### src/rtl/fp_pkg.sv
// Shared single-precision number model used by the FP divider and multiplier:
// field widths, bias, special encodings and the divider's controller states.
package fp_pkg;

    localparam int EXP_W = 8;
    localparam int MAN_W = 23;
    localparam int BIAS  = 127;

    localparam logic [EXP_W-1:0] EXP_MAX = 8'hFF;

    typedef struct packed {
        logic             sign;
        logic [EXP_W-1:0] exp;
        logic [MAN_W-1:0] man;
    } fp32_t;

    localparam fp32_t POS_ZERO = '0;

    // Magnitude bits (exponent and mantissa) of the saturated "infinity" code.
    localparam logic [EXP_W+MAN_W-1:0] INF_MAG = {EXP_MAX, {MAN_W{1'b0}}};

    typedef enum logic [1:0] {
        ST_IDLE,
        ST_DIVIDE,
        ST_DONE
    } div_state_t;

    // Denormals are flushed, so any operand with a zero exponent is zero.
    function automatic logic is_zero(input fp32_t x);
        return (x.exp == '0);
    endfunction

endpackage

### src/rtl/fp_div_mant_step.sv
// One radix-2 restoring division step: trial-subtract the divisor, keep the
// difference when it does not go negative, and shift the remainder left.
module fp_div_mant_step #(
    parameter int SW = 24
) (
    input  logic [SW:0]   rem,
    input  logic [SW-1:0] divisor,
    output logic [SW:0]   next_rem,
    output logic          q_bit
);

    logic [SW:0] diff;

    // Trial subtraction and restore-or-keep selection for a single quotient bit.
    always_comb begin
        diff     = rem - {1'b0, divisor};
        q_bit    = (rem >= {1'b0, divisor});
        next_rem = q_bit ? (diff << 1) : (rem << 1);
    end

endmodule

### src/rtl/fp_div.sv
// Iterative single-precision divider. One quotient bit per cycle, truncating,
// flush-to-zero, with divide-by-zero / overflow / underflow flags held
// alongside the result until the next completion.
module fp_div #(
    parameter int EXP_W = fp_pkg::EXP_W,
    parameter int MAN_W = fp_pkg::MAN_W
) (
    input  logic                   clk,
    input  logic                   rst,
    input  logic                   start,
    input  logic [EXP_W+MAN_W:0]   a,
    input  logic [EXP_W+MAN_W:0]   b,
    output logic                   ready,
    output logic                   done,
    output logic [EXP_W+MAN_W:0]   result,
    output logic                   dz,
    output logic                   ovf,
    output logic                   uf
);

    import fp_pkg::*;

    localparam int W  = EXP_W + MAN_W + 1;
    localparam int SW = MAN_W + 1;
    localparam int RW = MAN_W + 2;
    localparam int CW = $clog2(RW);
    localparam int EW = EXP_W + 2;

    localparam logic signed [EW-1:0] BIAS_HI = EW'((1 << (EXP_W - 1)) - 1);
    localparam logic signed [EW-1:0] BIAS_LO = EW'((1 << (EXP_W - 1)) - 2);
    localparam logic signed [EW-1:0] E_TOP   = EW'((1 << EXP_W) - 2);
    localparam logic signed [EW-1:0] E_BOT   = EW'(1);

    div_state_t state;
    div_state_t state_next;

    logic                   sign;
    logic [EXP_W-1:0]       exp_a;
    logic [EXP_W-1:0]       exp_b;
    logic [RW-1:0]          rem;
    logic [RW-1:0]          rem_next;
    logic [SW-1:0]          mant_b;
    logic [RW-2:0]          q;
    logic [RW-1:0]          q_next;
    logic [CW-1:0]          cnt;
    logic                   q_bit;
    logic                   a_zero;
    logic                   b_zero;
    logic signed [EW-1:0]   exp_diff;
    logic signed [EW-1:0]   exp_norm;
    logic [MAN_W-1:0]       man_norm;

    assign a_zero = (a[W-2:MAN_W] == '0);
    assign b_zero = (b[W-2:MAN_W] == '0);

    fp_div_mant_step #(.SW(SW)) u_step (
        .rem      (rem),
        .divisor  (mant_b),
        .next_rem (rem_next),
        .q_bit    (q_bit)
    );

    // Normalise the quotient including the bit produced this cycle; only the
    // final DIVIDE cycle commits it, so the leading bit is always q[24] or q[23].
    always_comb begin
        q_next   = {q, q_bit};
        exp_diff = $signed({2'b00, exp_a}) - $signed({2'b00, exp_b});
        if (q_next[RW-1]) begin
            man_norm = q_next[RW-2:1];
            exp_norm = exp_diff + BIAS_HI;
        end else begin
            man_norm = q_next[MAN_W-1:0];
            exp_norm = exp_diff + BIAS_LO;
        end
    end

    // Controller state register.
    always_ff @(posedge clk) begin
        if (rst) begin
            state <= ST_IDLE;
        end else begin
            state <= state_next;
        end
    end

    // Next-state and handshake outputs; special operands skip the divide loop.
    always_comb begin
        state_next = state;
        ready      = 1'b0;
        done       = 1'b0;
        case (state)
            ST_IDLE: begin
                ready = 1'b1;
                if (start) begin
                    state_next = (a_zero || b_zero) ? ST_DONE : ST_DIVIDE;
                end
            end
            ST_DIVIDE: begin
                if (cnt == '0) begin
                    state_next = ST_DONE;
                end
            end
            ST_DONE: begin
                done       = 1'b1;
                state_next = ST_IDLE;
            end
            default: begin
                state_next = ST_IDLE;
            end
        endcase
    end

    // Operand capture, iteration registers, and result/flag commit on entry to DONE.
    always_ff @(posedge clk) begin
        if (rst) begin
            sign   <= 1'b0;
            exp_a  <= '0;
            exp_b  <= '0;
            rem    <= '0;
            mant_b <= '0;
            q      <= '0;
            cnt    <= '0;
            result <= '0;
            dz     <= 1'b0;
            ovf    <= 1'b0;
            uf     <= 1'b0;
        end else begin
            case (state)
                ST_IDLE: begin
                    if (start) begin
                        sign   <= a[W-1] ^ b[W-1];
                        exp_a  <= a[W-2:MAN_W];
                        exp_b  <= b[W-2:MAN_W];
                        rem    <= {2'b01, a[MAN_W-1:0]};
                        mant_b <= {1'b1, b[MAN_W-1:0]};
                        q      <= '0;
                        cnt    <= CW'(RW - 1);
                        if (b_zero) begin
                            result <= {a[W-1] ^ b[W-1], {EXP_W{1'b1}}, {MAN_W{1'b0}}};
                            dz     <= 1'b1;
                            ovf    <= 1'b0;
                            uf     <= 1'b0;
                        end else if (a_zero) begin
                            result <= '0;
                            dz     <= 1'b0;
                            ovf    <= 1'b0;
                            uf     <= 1'b0;
                        end
                    end
                end
                ST_DIVIDE: begin
                    rem <= rem_next;
                    q   <= q_next[RW-2:0];
                    cnt <= cnt - CW'(1);
                    if (cnt == '0) begin
                        dz <= 1'b0;
                        if (exp_norm > E_TOP) begin
                            result <= {sign, {EXP_W{1'b1}}, {MAN_W{1'b0}}};
                            ovf    <= 1'b1;
                            uf     <= 1'b0;
                        end else if (exp_norm < E_BOT) begin
                            result <= '0;
                            ovf    <= 1'b0;
                            uf     <= 1'b1;
                        end else begin
                            result <= {sign, exp_norm[EXP_W-1:0], man_norm};
                            ovf    <= 1'b0;
                            uf     <= 1'b0;
                        end
                    end
                end
                default: begin
                end
            endcase
        end
    end

endmodule

### config.mk
export PLATFORM = sky130hd
export DESIGN_NAME = fp_div
export DESIGN_NICKNAME = d
export VERILOG_FILES = /design/src/rtl/fp_pkg.sv /design/src/rtl/fp_div_mant_step.sv /design/src/rtl/fp_div.sv
export SDC_FILE = /design/constraint.sdc
export NUM_CORES = 1
export LEC_CHECK = 0
export CAP_MARGIN = 20
export CORE_UTILIZATION = 45
export DETAILED_ROUTE_END_ITERATION = 8
export HOLD_SLACK_MARGIN = 0.15
export MAX_ROUTING_LAYER = met4
export PLACE_DENSITY_LB_ADDON = 0.15
export SLEW_MARGIN = 40
export SYNTH_ARGS = -nofsm -noshare
export SYNTH_HDL_FRONTEND = slang
export SYNTH_HIERARCHICAL = 1
export SYNTH_SLANG_ARGS = --single-unit
### constraint.sdc
create_clock -name clk -period 4.6 [get_ports clk]
set_input_delay 0.92 -clock clk [delete_from_list [all_inputs] [get_ports clk]]
set_output_delay 0.92 -clock clk [all_outputs]
set_load 0.05 [all_outputs]
# --- Word level (Yosys, flattened, before mapping) ---
# Index checks and enable logic that the tools add are counted.
classes:
  add_sub_neg: 5
  magnitude_cmp: 3
  eq_ne: 5
  n_mux: 36
  bitwise: 1
  n_reduce_logical: 10
ops:
  columns: ["operator", "n"]
  rows:
  - ["32-bit 2-to-1 mux", 6]
  - ["32-bit case mux with 2 select lines", 1]
  - ["25-bit 2-to-1 mux", 2]
  - ["25-bit case mux with 2 select lines", 1]
  - ["24-bit case mux with 2 select lines", 1]
  - ["25-bit by 24-bit greater-or-equal comparator with 1-bit output", 1]
  - ["24-bit 2-to-1 mux", 1]
  - ["24-bit subtractor", 1]
  - ["23-bit 2-to-1 mux", 1]
  - ["9-bit by 8-bit adder with 10-bit output, second input constant", 2]
  - ["8-bit zero test", 2]
  - ["1-bit 2-to-1 mux", 13]
  - ["10-bit by 9-bit > comparator with 1-bit output, second input constant", 1]
  - ["10-bit by 2-bit < comparator with 1-bit output, second input constant", 1]
  - ["10-bit 2-to-1 mux", 1]
  - ["5-bit case mux with 2 select lines", 1]
  - ["8-bit by 8-bit subtractor with 9-bit output", 1]
  - ["2-bit 2-to-1 mux", 3]
  - ["1-bit case mux with 2 select lines", 3]
  - ["2-bit AND reduction", 3]
  - ["5-bit zero test", 1]
  - ["5-bit 2-to-1 mux", 1]
  - ["5-bit by 1-bit subtractor with 5-bit output, second input constant", 1]
  - ["2-bit inequality test, second input constant", 2]
  - ["9 further kinds", 9]
totals:
  regBits: 132
  in_bits: 67
  output_inout_bits: 37
  wordCells: 72

# --- Longest topological paths before layout ---
# Gate-level depths: netlist of run 1.
depth:
  depth_word: 8
  ltp_mapped: 15
  mapped_depth_nobuf: 14

# --- Cells and area by module ---
# The synthesis of run 1 kept the hierarchy.
by_module_without_submodules:
  columns: ["module", "instances", "cells_each", "area_per_inst_um2", "seq_area_each_um2"]
  rows:
  - ["fp_div", 1, 764, 6261.0, 2642.5]
  - ["fp_div_mant_step", 1, 254, 1742.9, 0.0]

# --- Worst setup path before layout of run 1 ---
# OpenSTA, ideal clock, no wires.
synth_timing:
  path_type: "reg-to-reg"
  from: "reg exp_b[1]"
  to: "reg result[15]"
  setup_ps: 83
  arrival_time_ps: 3166
  required_ps: 4517
  path_slack_ps: 1351
  path_stages_with_launch: 16
  path_buffers: 1
  period_less_slack_ps: 3249
  path_cell_list: "dfxtp_1 > inv_1 > ha_1 > and2b_4 > o21a_1 > or2_2 > ha_1 > nand2_1 > o21a_1 > xnor2_1 > xor2_1 > nor4_1 > a311o_2 > a21boi_4 > buf_6 > o31ai_4"
synth_via:
  elab_chain_cells: 8
  word_cells_on_any_way: 10
  classes_between: "3 x add/sub; 2 x order compare; 5 x mux"
synth_lines:
  columns: ["item", "line_no", "rtl"]
  rows:
  - ["start: declaration", "fp_div.sv:39", "logic [EXP_W-1:0] exp_b;"]
  - ["start signal: assignment", "fp_div.sv:133", "exp_b <= b[W-2:MAN_W];"]
  - ["8-bit by 8-bit subtractor with 9-bit output *", "fp_div.sv:67", "exp_diff = $signed({2'b00, exp_a}) - $signed({2'b00, exp_b});"]
  - ["9-bit by 8-bit adder with 10-bit output (on tied branches)", "fp_div.sv:73, fp_div.sv:70", null]
  - ["10-bit 2-to-1 mux *", "fp_div.sv:68", "if (q_next[RW-1]) begin"]
  - ["10-bit by 2-bit < comparator with 1-bit output", "fp_div.sv:161", "end else if (exp_norm < E_BOT) begin"]
  - ["32-bit 2-to-1 mux", "fp_div.sv:161", null]
  - ["32-bit 2-to-1 mux *", "fp_div.sv:157", "if (exp_norm > E_TOP) begin"]
  - ["32-bit 2-to-1 mux *", "fp_div.sv:155", "if (cnt == '0) begin"]
  - ["32-bit case mux with 2 select lines *", "fp_div.sv:128", "case (state)"]
  - ["end signal: assignment", "fp_div.sv:139", "result <= {a[W-1] ^ b[W-1], {EXP_W{1'b1}}, {MAN_W{1'b0}}};"]
  - ["end signal: assignment", "fp_div.sv:158", "result <= {sign, {EXP_W{1'b1}}, {MAN_W{1'b0}}};"]
  - ["end signal: assignment", "fp_div.sv:166", "result <= {sign, exp_norm[EXP_W-1:0], man_norm};"]
  - ["end: declaration", "fp_div.sv:15", "output logic [EXP_W+MAN_W:0] result,"]
# Every way passes the cells marked *; elsewhere a longest branch is shown, timed or not. The select of a mux whose other input is x is not followed.
# A chain may end at the register's enable or synchronous reset.

# --- Final worst setup path of run 1 ---
layout_timing:
  from: "reg exp_b[1]"
  to: "reg result[1]"
# The elaborated chain is that of the path after synthesis.

==> impl_metrics.tcl, run 1 <==
set metrics [dict create \
    syn_nets 1124 \
    synth_enable_flop_cells 0 \
    grt_pass1_vias 6646 \
    drt_iter0_markers 540 \
    post-dp-hpwl_um 13500 \
    min_from "mant_b[12]" \
    cp-end-kind "register" \
    crit_chain "inv_1 > ha_1 > and2b_4 > o21a_1 > or2_2 > ha_1 > nand2_1 > o21a_1 > inv_1 > a211oi_2 > a21o_1 > a311o_2 > a21boi_4 > buf_4 > o31ai_1" \
    relSlewSlack 0.435 \
    reg2reg_depth 15 \
    num_vias 7218 \
    synth_top_family_by_area "compound AO/OA/AOI/OAI gates" \
    cts_buffers 17 \
    ant_nets 0 \
    ir_drop_v 0.000294 \
    grt_pass1_wl_um 33000 \
    max_freq_mhz 271 \
    antenna_found_initial 0 \
    drive_gt1_frac 0.101 \
    rsz0062_at_grt "no" \
    tns_ps 0 \
    path_buf_inv 3 \
    worst_skew_pair.late_latency_ps 430 \
    status "complete, no violations" \
    clock_path_buffers 2 \
    synth_compound_area_frac 0.271 \
    setup_viol 0 \
    drc_errors 0 \
    cts_post_setup_buffers_inserted 0 \
    max_cap_violations 0 \
    synth-adder-area-share 0.0632 \
    grt_use_total 0.234 \
    fin_nets 1198 \
    met2_length_um 8520 \
    hold_viol_final 0 \
    die_x_um 135 \
    htreeDepth 4 \
    area_delta_synth_final_pct 21.5 \
    hp-class "reg2reg" \
    min_period_over_period 0.802 \
    max_stage_delay_ps 440 \
    io_buffer_count 103 \
    path_delay_family "compound AO/OA/AOI/OAI gates" \
    synth.area.mux_share 0.0325 \
    syn-cell-area_um2 8000 \
    synth_cell_types 85 \
    routed_wl_um 19900 \
    fin_cells 1330 \
    antenna_cells 0 \
    start_util 0.461 \
    crit_arrival_ps 3990 \
    synth.area.top_cells "dfxtp_1 (33%), nand2_1 (9.8%), a21oi_1 (6.8%)" \
    die_h_um 135 \
    synth.top_cell.area_share 0.330 \
    ys_seq_elements 132 \
    critical_path_class "reg2reg" \
    grt_overflow 0 \
    highest_layer "met4" \
    cp.required_ps 4900 \
    n_fill_cell 1652 \
    power_density_nw_per_um2 460 \
    ctsResizeCount 0 \
    final_util 0.560 \
    clock-sinks 132 \
    grt_max_degree 78 \
    async_flop_share 0 \
    r2r-start "exp_b[1]" \
    wl_met3_um 813 \
    die-area_um2 18300 \
    globalplace.congestion 0.871 \
    cp_num_cells 15 \
    vias_per_cell 5.43 \
    root_buffer "clkbuf_16" \
    crit_slowest_cell "a211oi_2" \
    dp_cells 1297 \
    synthSimpleGateAreaFrac 0.214 \
    final.min_clock_period_ps 3690 \
    cts-hold-fix-buffers 0 \
    netlist.top_cell.by_area "dfxtp_1" \
    r2r_end "result[1]" \
    power_leakage_nw 3.58 \
    cts_tree "built" \
    ios 104 \
    path_clk_slew_ps 70 \
    regToRegSetupSlack_ps 910 \
    finClkSkew_ps 7.30 \
    synth_xor_area_frac 0.0252 \
    dr.pass1.iters 5 \
    crit_end "result[1]" \
    netlist_instances 1018 \
    slew_violations 0 \
    seq_area_frac_synth 0.330 \
    critical_path.startpoint "exp_b[1]" \
    syn_avg_cell_area_um2 7.86 \
    cp_max_fo 24 \
    critPathLaunchType "register" \
    synth_ff_type "dfxtp_1" \
    wl_per_cell_um 14.9 \
    power.total_mw 4.47 \
    core_um2 17400 \
    max_slew.worst_pin.slew_ps 836 \
    row_count 48 \
    yosysWarnings 6 \
    wl_met1_um 10300 \
]
==> worst min path at each step <==
| stage | to | slack, ps | depth (start not counted) |
|---|---|---|---|
| global placement | exp_b[3] | 440 | 2 |
| finish | mant_b[12] | 450 | 2 |
| global route | exp_a[0] | 470 | 2 |
| detailed placement | exp_b[2] | 450 | 2 |
| floorplan | exp_a[0] | 440 | 2 |
| CTS | exp_b[2] | 460 | 2 |
==> synth_stat cells, types with 3 or more instances <==
cell type,instances
nand2_1,208
dfxtp_1,132
a21oi_1,109
nor2_1,60
inv_1,48
clkbuf_1,40
ha_1,38
nand3_1,35
o21ai_0,27
mux2i_1,26
a22oi_1,24
nor3_1,22
o31ai_2,20
a31oi_1,13
xor2_1,13
a21o_1,11
nor4_1,11
o31ai_1,11
o21a_1,10
xnor2_1,10
o21ai_2,9
and2_1,8
a211oi_1,7
buf_1,7
buf_6,6
nor2b_1,6
or2_2,6
o211ai_1,5
a211oi_2,4
and3_1,4
buf_4,4
nand2b_1,4
o2111ai_1,4
o31a_1,4
a311oi_1,3
buf_2,3
o41ai_1,3
or2_1,3
or3_1,3
==> final cells by class <==
cell class | instances | area [um^2] | area share
Multi-Input combinational cell | 775 | 4870 | 0.501
Clock buffer | 17 | 425 | 0.0437
Tap cell | 225 | 282 | 0.0289
Timing Repair Buffer | 118 | 1170 | 0.120
Inverter | 48 | 180 | 0.0185
Sequential cell | 132 | 2640 | 0.272
Clock inverter | 15 | 160 | 0.0165
==> routing by layer <==
metal  vias up  GRT usage
met5         -          -
met4         0     0.0724
met3        18     0.0460
met2       149      0.328
met1      3295      0.332
li1       3756          -
==> per-stage QoR <==
step / instance area, um^2 / setup slack, ps / hold slack [ps]
2_1_floorplan: 8000 / 1350 / 436
3_3_place_gp: 9120 / 952 / 442
3_5_place_dp: 9120 / 933 / 447
4_1_cts: 9710 / 913 / 455
5_1_grt: 9730 / 643 / 470
6_report: 9730 / 910 / 454
==> flip-flops by register name (all words and copies together) (netlist names) <==
signal and cells:
exp_a 8, exp_b 8, ovf 1, mant_b 24
uf 1, q 24, sign 1, dz 1
rem 25, state 2, result 32, cnt 5
==> placed cells by master (no fill, tap or decap), drive strengths merged, types with 4 or more instances in the layout <==
cell,count
nand3,35
a21o,13
nor2b,6
o21ai,38
o211ai,7
clkdlybuf4s50,102
a211oi,12
a31oi,13
nand2b,4
xnor2,10
a21oi,111
or2,9
xor2,13
nor4,12
clkbuf,17
and2,8
o21a,10
a22oi,24
o31a,4
dfxtp,132
nand2,208
and3,5
nor2,61
buf,16
inv,57
o2111ai,4
o41ai,4
mux2i,26
ha,38
o31ai,32
nor3,22
clkinv,4
==> worst register-to-register path, delay by kind of cell, from the launching register on <==
family          cells  cell delay [ps]
compound gates      7             1650
fa+ha+maj           2              500
buf+inv             3              510
flops               1              330
simple gates        3              560
==> report_power, final <==
part | internal [mW] | total (mW) | leakage, nW | switching (mW)
clock | 0.769 | 1.36 | 0.288 | 0.587
combinational | 0.721 | 1.83 | 2.21 | 1.11
sequential | 1.23 | 1.28 | 1.08 | 0.0567
total | 2.72 | 4.47 | 3.58 | 1.75
==> kinds of logic (layout without fill, tap and decap cells) <==
kind of cell	count (synthesis)	in the layout
muxes	26	26
buffers and inverters	111	198
and+or+nand+nor	385	385
other	1	1
AOI/OAI and AO/OA	300	300
xor gates and xnor gates	23	23
DFF	132	132
adders and majority gates	40	40
No activity file was read; power rests on OpenSTA's default activity.
==> inputs of run 2 (changes only) <==
==> constraint.sdc (replaced) <==
create_clock -name clk -period 3.13 [get_ports clk]
set_input_delay 0.626 -clock clk [delete_from_list [all_inputs] [get_ports clk]]
set_output_delay 0.626 -clock clk [all_outputs]
set_load 0.05 [all_outputs]
==> run 2 against run 1 <==
Effect of this change:
- sequential power is 48% higher
- die area stayed put
- critical path depth is 1 lower
- critical path type unchanged
- sequential share of layout area is 2.2 points lower
- critical endpoint is now result[17]
- core utilization is 5.1 points higher
- worst setup slack worse by 870 ps
- global-route usage is 1.3 points higher
- cell count is 5.3% higher
==> impl_metrics.tcl, run 2 (same netlist as run 1, synthesis figures left out) <==
set metrics [dict create \
    routed_wl_um 21700 \
    setup_viol 0 \
    cts_buffers 17 \
    core_um2 17400 \
    post-dp-hpwl_um 14800 \
    grt_pass1_wl_um 35000 \
    grt_max_degree 68 \
    crit_arrival_ps 3400 \
    cp_max_fo 7 \
    antenna_cells 0 \
    htreeDepth 4 \
    rsz0062_at_grt "yes" \
    worst_skew_pair.late_latency_ps 420 \
    critPathLaunchType "register" \
    power_density_nw_per_um2 671 \
    status "complete, no violations" \
    layout.cells.most_common_list "nand2_1 (205), dfxtp_1 (129), a21oi_1 (107), clkdlybuf4s50_1 (102), buf_4 (78)" \
    crit_slowest_cell "a21boi_4" \
    path_clk_slew_ps 60 \
    ant_nets 0 \
    drc_errors 0 \
    grt_pass1_vias 7170 \
    num_vias 7665 \
    drt_iter0_markers 503 \
    cts_tree "built" \
    grt_overflow 0 \
    wl_per_cell_um 15.5 \
    cp.required_ps 3440 \
    area_delta_synth_final_pct 32.5 \
    largest_reg_flops 32 \
    ir_drop_v 0.000434 \
    hp-class "reg2reg" \
    stdcell_area_um2 10600 \
    vias_per_cell 5.47 \
    row_count 48 \
    slew_violations 0 \
    grt_use_total 0.247 \
    dr.pass1.iters 5 \
    final.min_clock_period_ps 3090 \
    regMostFlops "result" \
    max_stage_delay_ps 380 \
    die-area_um2 18300 \
    reg.largest.list "result (32), rem (25)" \
    drive_gt1_frac 0.184 \
    power.total_mw 7.11 \
    max_slew.worst_pin.slew_ps 781 \
    comb_power_share 0.478 \
    io_buffer_count 103 \
    cp-end-kind "register" \
    critical_path_class "reg2reg" \
    clkPwrFrac 0.256 \
    clock_path_buffers 2 \
    internal_power_mw 4.34 \
    root_buffer "clkbuf_16" \
    dpl-instance-area_um2 9620 \
    hold_viol_final 0 \
    worst_slack_ps 37.0 \
    crit_chain "inv_2 > ha_4 > and2b_4 > o21a_1 > or2_4 > ha_2 > o21a_4 > buf_4 > a211oi_4 > and2_4 > o2111ai_2 > a21boi_4 > clkbuf_16 > o31ai_4" \
    globalplace.congestion 0.899 \
    pre_cts_ws_ps -312 \
    finClkSkew_ps 13.0 \
    sw_frac_of_total 0.390 \
    min_period_over_period 0.988 \
    die_x_um 135 \
    clock-sinks 132 \
    relSlewSlack 0.480 \
    ios 104 \
    max_cap_violations 0 \
    p_switching_mw 2.78 \
    antenna_found_initial 0 \
    seqPwrFrac 0.266 \
    power_leakage_nw 3.99 \
    fin_nets 1270 \
    die_h_um 135 \
    max_freq_mhz 323 \
    cts-hold-fix-buffers 0 \
    layout_commonest_cell "nand2_1" \
    start_util 0.461 \
]
-- run 2: changes by cell type in the layout (fill, tap and decap cells not counted), moves of 4 or more --
cell / before / now
buf_4: 14 / 78
clkbuf_16: 17 / 21
o31ai_4: 1 / 6
o31ai_1: 11 / 7
ha_1: 38 / 32
ha_4: 0 / 5
inv_8: 5 / 0
-- run 2: routing by layer --
metal	vias up	wire, um	part of all wire	track usage
met1	3618	11100	0.51	0.340
met4	0	339	0.016	0.0730
met2	127	9670	0.44	0.373
li1	3896	-	-	-
met3	24	635	0.029	0.0352
met5	-	0	0	-
-- run 2: cell type report --
cell class                 instances  area, um^2
sequential                       132        2650
multi-input combinational        775        5160
inverter                          48         180
clock inverter                    13         104
tap                              225         282
timing repair buffer             190        1800
clock buffer                      18         429
fill                            1533        6750
-- run 2: power groups by stage --
stage	Clock, mW	Combinational (mW)	Sequential (mW)
global placement	0	2.96	1.92
detailed placement	0	3.02	1.92
floorplan	0	2.16	1.95
global route	1.93	3.72	1.91
finish	1.82	3.40	1.89
CTS	1.86	3.13	1.89
-- run 2: metrics by stage --
step | TNS (ps) | cells | utilization | hold WS (ps)
5_1_grt | -964 | 1401 | 0.611 | 475
2_1_floorplan | 0 | 1018 | - | 436
6_report | 0 | 1401 | 0.611 | 455
3_3_place_gp | -11480 | 1355 | 0.552 | 443
4_1_cts | -192 | 1390 | 0.589 | 456
3_5_place_dp | -5780 | 1356 | 0.554 | 447
-- run 2: path summary, 6_finish.rpt --
path,start,end,slack [ps],cells after the start
setup / recovery,exp_b[1],result[17],40,14
hold / removal,mant_b[7],mant_b[7],460,2
setup reg to reg,exp_b[1],result[17],40,14
hold reg to reg,mant_b[7],mant_b[7],460,2
-- run 2: worst max-delay path, delay by kind of cell, from the launching register on --
kind            cells  cell delay [ps]
compound gates      6             1170
flops               1              330
fa+ha+maj           2              390
simple gates        3              630
buf+inv             3              460
-- run 2: timing repair --
item,CTS,global route
gates cloned,0,5
setup endpoints to repair,27,33
pin swaps,5,19
setup buffers,3,6
gates resized for setup,6,47
==> inputs of run 3 (changes only) <==
--- a/config.mk
+++ b/config.mk
@@ -6,6 +6,7 @@
 export NUM_CORES = 1
 export LEC_CHECK = 0
 export CAP_MARGIN = 20
+export CORE_MARGIN = 2
 export CORE_UTILIZATION = 45
 export DETAILED_ROUTE_END_ITERATION = 8
 export HOLD_SLACK_MARGIN = 0.15
==> run 3 against run 2 <==
Effect of this change:
- register-to-register slack about the same
- die area increased by 3.0%
- combinational power decreased by 1%
- fmax decreased by 0.47%
- first-iteration DRC count increased by 7.0%
- clock power increased by 10%
- non-clock buffer count decreased by 6
- via count about the same
- global-route usage decreased by 1.3 points
- count of clock-buffer cells in the layout decreased by 1
- worst hold slack got worse by 2.0 ps
- critical path type unchanged
- largest cell class unchanged
==> impl_metrics.tcl, run 3 (same netlist as run 1, synthesis figures left out) <==
set metrics [dict create \
    status "complete, no violations" \
    drc_errors 0 \
    grt_pass1_vias 6886 \
    wl_per_cell_um 15.3 \
    path_buf_inv 5 \
    num_vias 7660 \
    regMostFlops "result" \
    path_clk_slew_ps 70 \
    root_buffer "clkbuf_16" \
    relSlewSlack 0.483 \
    drive_gt1_frac 0.184 \
    power.total_mw 7.25 \
    worst_slack_ps 22.5 \
    core_um2 17400 \
    r2r-start "exp_b[2]" \
    antenna_found_initial 0 \
    critical_path.startpoint "exp_b[2]" \
    slew_violations 0 \
    min_from "mant_b[11]" \
    max_freq_mhz 322 \
    layout.cells.most_common_list "nand2_1 (205), dfxtp_1 (129), a21oi_1 (107), clkdlybuf4s50_1 (102), buf_4 (72)" \
    max_stage_delay_ps 330 \
    io_buffer_count 103 \
    cp-end-kind "register" \
    vias_per_cell 5.49 \
    regToRegSetupSlack_ps 20 \
    crit_slowest_cell "ha_1" \
    drt_iter0_markers 538 \
    crit_arrival_ps 3450 \
    layout_commonest_cell "nand2_1" \
    cts_tree "built" \
    rsz0062_at_grt "yes" \
    timing.critical_path.mode_cell "buf_4" \
    clock-sinks 132 \
    fin_nets 1264 \
    grt_pass1_wl_um 34100 \
    ant_nets 0 \
    crit_end "result[0]" \
    path_delay_family "simple AND/OR/NAND/NOR gates" \
    power_leakage_nw 3.97 \
    worst_skew_pair.late_latency_ps 430 \
    area_delta_synth_final_pct 32.1 \
    largest_reg_flops 32 \
    die-area_um2 18900 \
    critPathLaunchType "register" \
    cts-hold-fix-buffers 0 \
    htreeDepth 4 \
    cp.required_ps 3470 \
    dpl-instance-area_um2 9590 \
    ios 104 \
    finClkSkew_ps 11.8 \
    grt_max_degree 68 \
    setup_viol 0 \
    cp_num_cells 14 \
    start_util 0.461 \
    reg2reg_depth 14 \
    cp_max_fo 11 \
    min_period_over_period 0.993 \
    cts_buffers 17 \
    reg.largest.list "result (32), rem (25)" \
    post-dp-hpwl_um 14600 \
    hp-class "reg2reg" \
    power_density_nw_per_um2 686 \
    globalplace.congestion 0.907 \
    crit_chain "inv_1 > ha_1 > buf_4 > or2_2 > o211ai_2 > o21ai_1 > buf_4 > or2_2 > buf_4 > and4_2 > a21oi_2 > nand2_2 > clkbuf_16 > o31ai_2" \
    r2r_end "result[0]" \
    die_h_um 137 \
    whs_ps 453 \
    dr.pass1.iters 5 \
    grt_use_total 0.233 \
    ir_drop_v 0.000462 \
    critical_path_class "reg2reg" \
    max_slew.worst_pin.slew_ps 776 \
    hold_viol_final 0 \
    antenna_cells 0 \
    grt_overflow 0 \
    clock_path_buffers 2 \
    stdcell_area_um2 10600 \
    final.min_clock_period_ps 3110 \
    max_cap_violations 0 \
    routed_wl_um 21400 \
    row_count 48 \
    pre_cts_ws_ps -167 \
    die_x_um 137 \
]
run 3: cell count changes in the layout (fill, tap and decap cells not counted), moves of 4 or more:
cell	previous run	this run
inv_8	0	6
clkinv_8	0	4
buf_4	78	72
clkinv_4	6	0
run 3: power breakdown:
group / internal (mW) / leakage (nW) / switching [mW]
clock network: 1.08 / 0.292 / 0.933
registers: 1.80 / 1.08 / 0.0823
logic: 1.48 / 2.60 / 1.87
total: 4.36 / 3.97 / 2.89
run 3: worst min-delay path by stage:
stage                            end  depth (start not counted)
after floorplan             exp_a[0]                          2
after global placement     mant_b[8]                          2
after detailed placement    exp_a[0]                          2
after CTS                   exp_a[0]                          2
after global routing       mant_b[6]                          2
final                     mant_b[11]                          2
run 3: final cells by class:
class	instances	area [um^2]
clock buffers	17	425
flip-flops and latches	132	2650
inverters	48	180
clock inverters	15	175
repair buffers	184	1730
multi-input cells	775	5140
fillers	1590	6780
well taps	225	282
run 3: worst reg2reg max path, cell delays in order (launching register included):
cell,delay [ps]
dfxtp_1,320
inv_1,40
ha_1,330
buf_4,180
or2_2,290
o211ai_2,90
o21ai_1,130
buf_4,170
or2_2,310
buf_4,150
and4_2,210
a21oi_2,220
nand2_2,140
clkbuf_16,220
o31ai_2,230
run 3: what timing repair did:
item	CTS	global route
resized for setup	3	50
setup buffers	4	7
pin swaps	5	24
setup endpoints to repair	25	33
gates cloned	0	2
run 3: per-layer routing:
| layer | up-vias | track usage | part of all wire |
|---|---|---|---|
| met2 | 158 | 0.349 | 0.44 |
| met1 | 3610 | 0.329 | 0.51 |
| met4 | 0 | 0.0412 | 0.0050 |
| li1 | 3883 | - | - |
| met3 | 9 | 0.0493 | 0.043 |
| met5 | - | - | 0 |
run 3: metrics by stage:
step | setup TNS, ps | std cells | util
floorplan | 0 | 1018 | -
global placement | -10570 | 1350 | 0.550
detailed placement | -1960 | 1352 | 0.553
CTS | 0 | 1387 | 0.590
global route | -1350 | 1396 | 0.609
finish | 0 | 1396 | 0.609
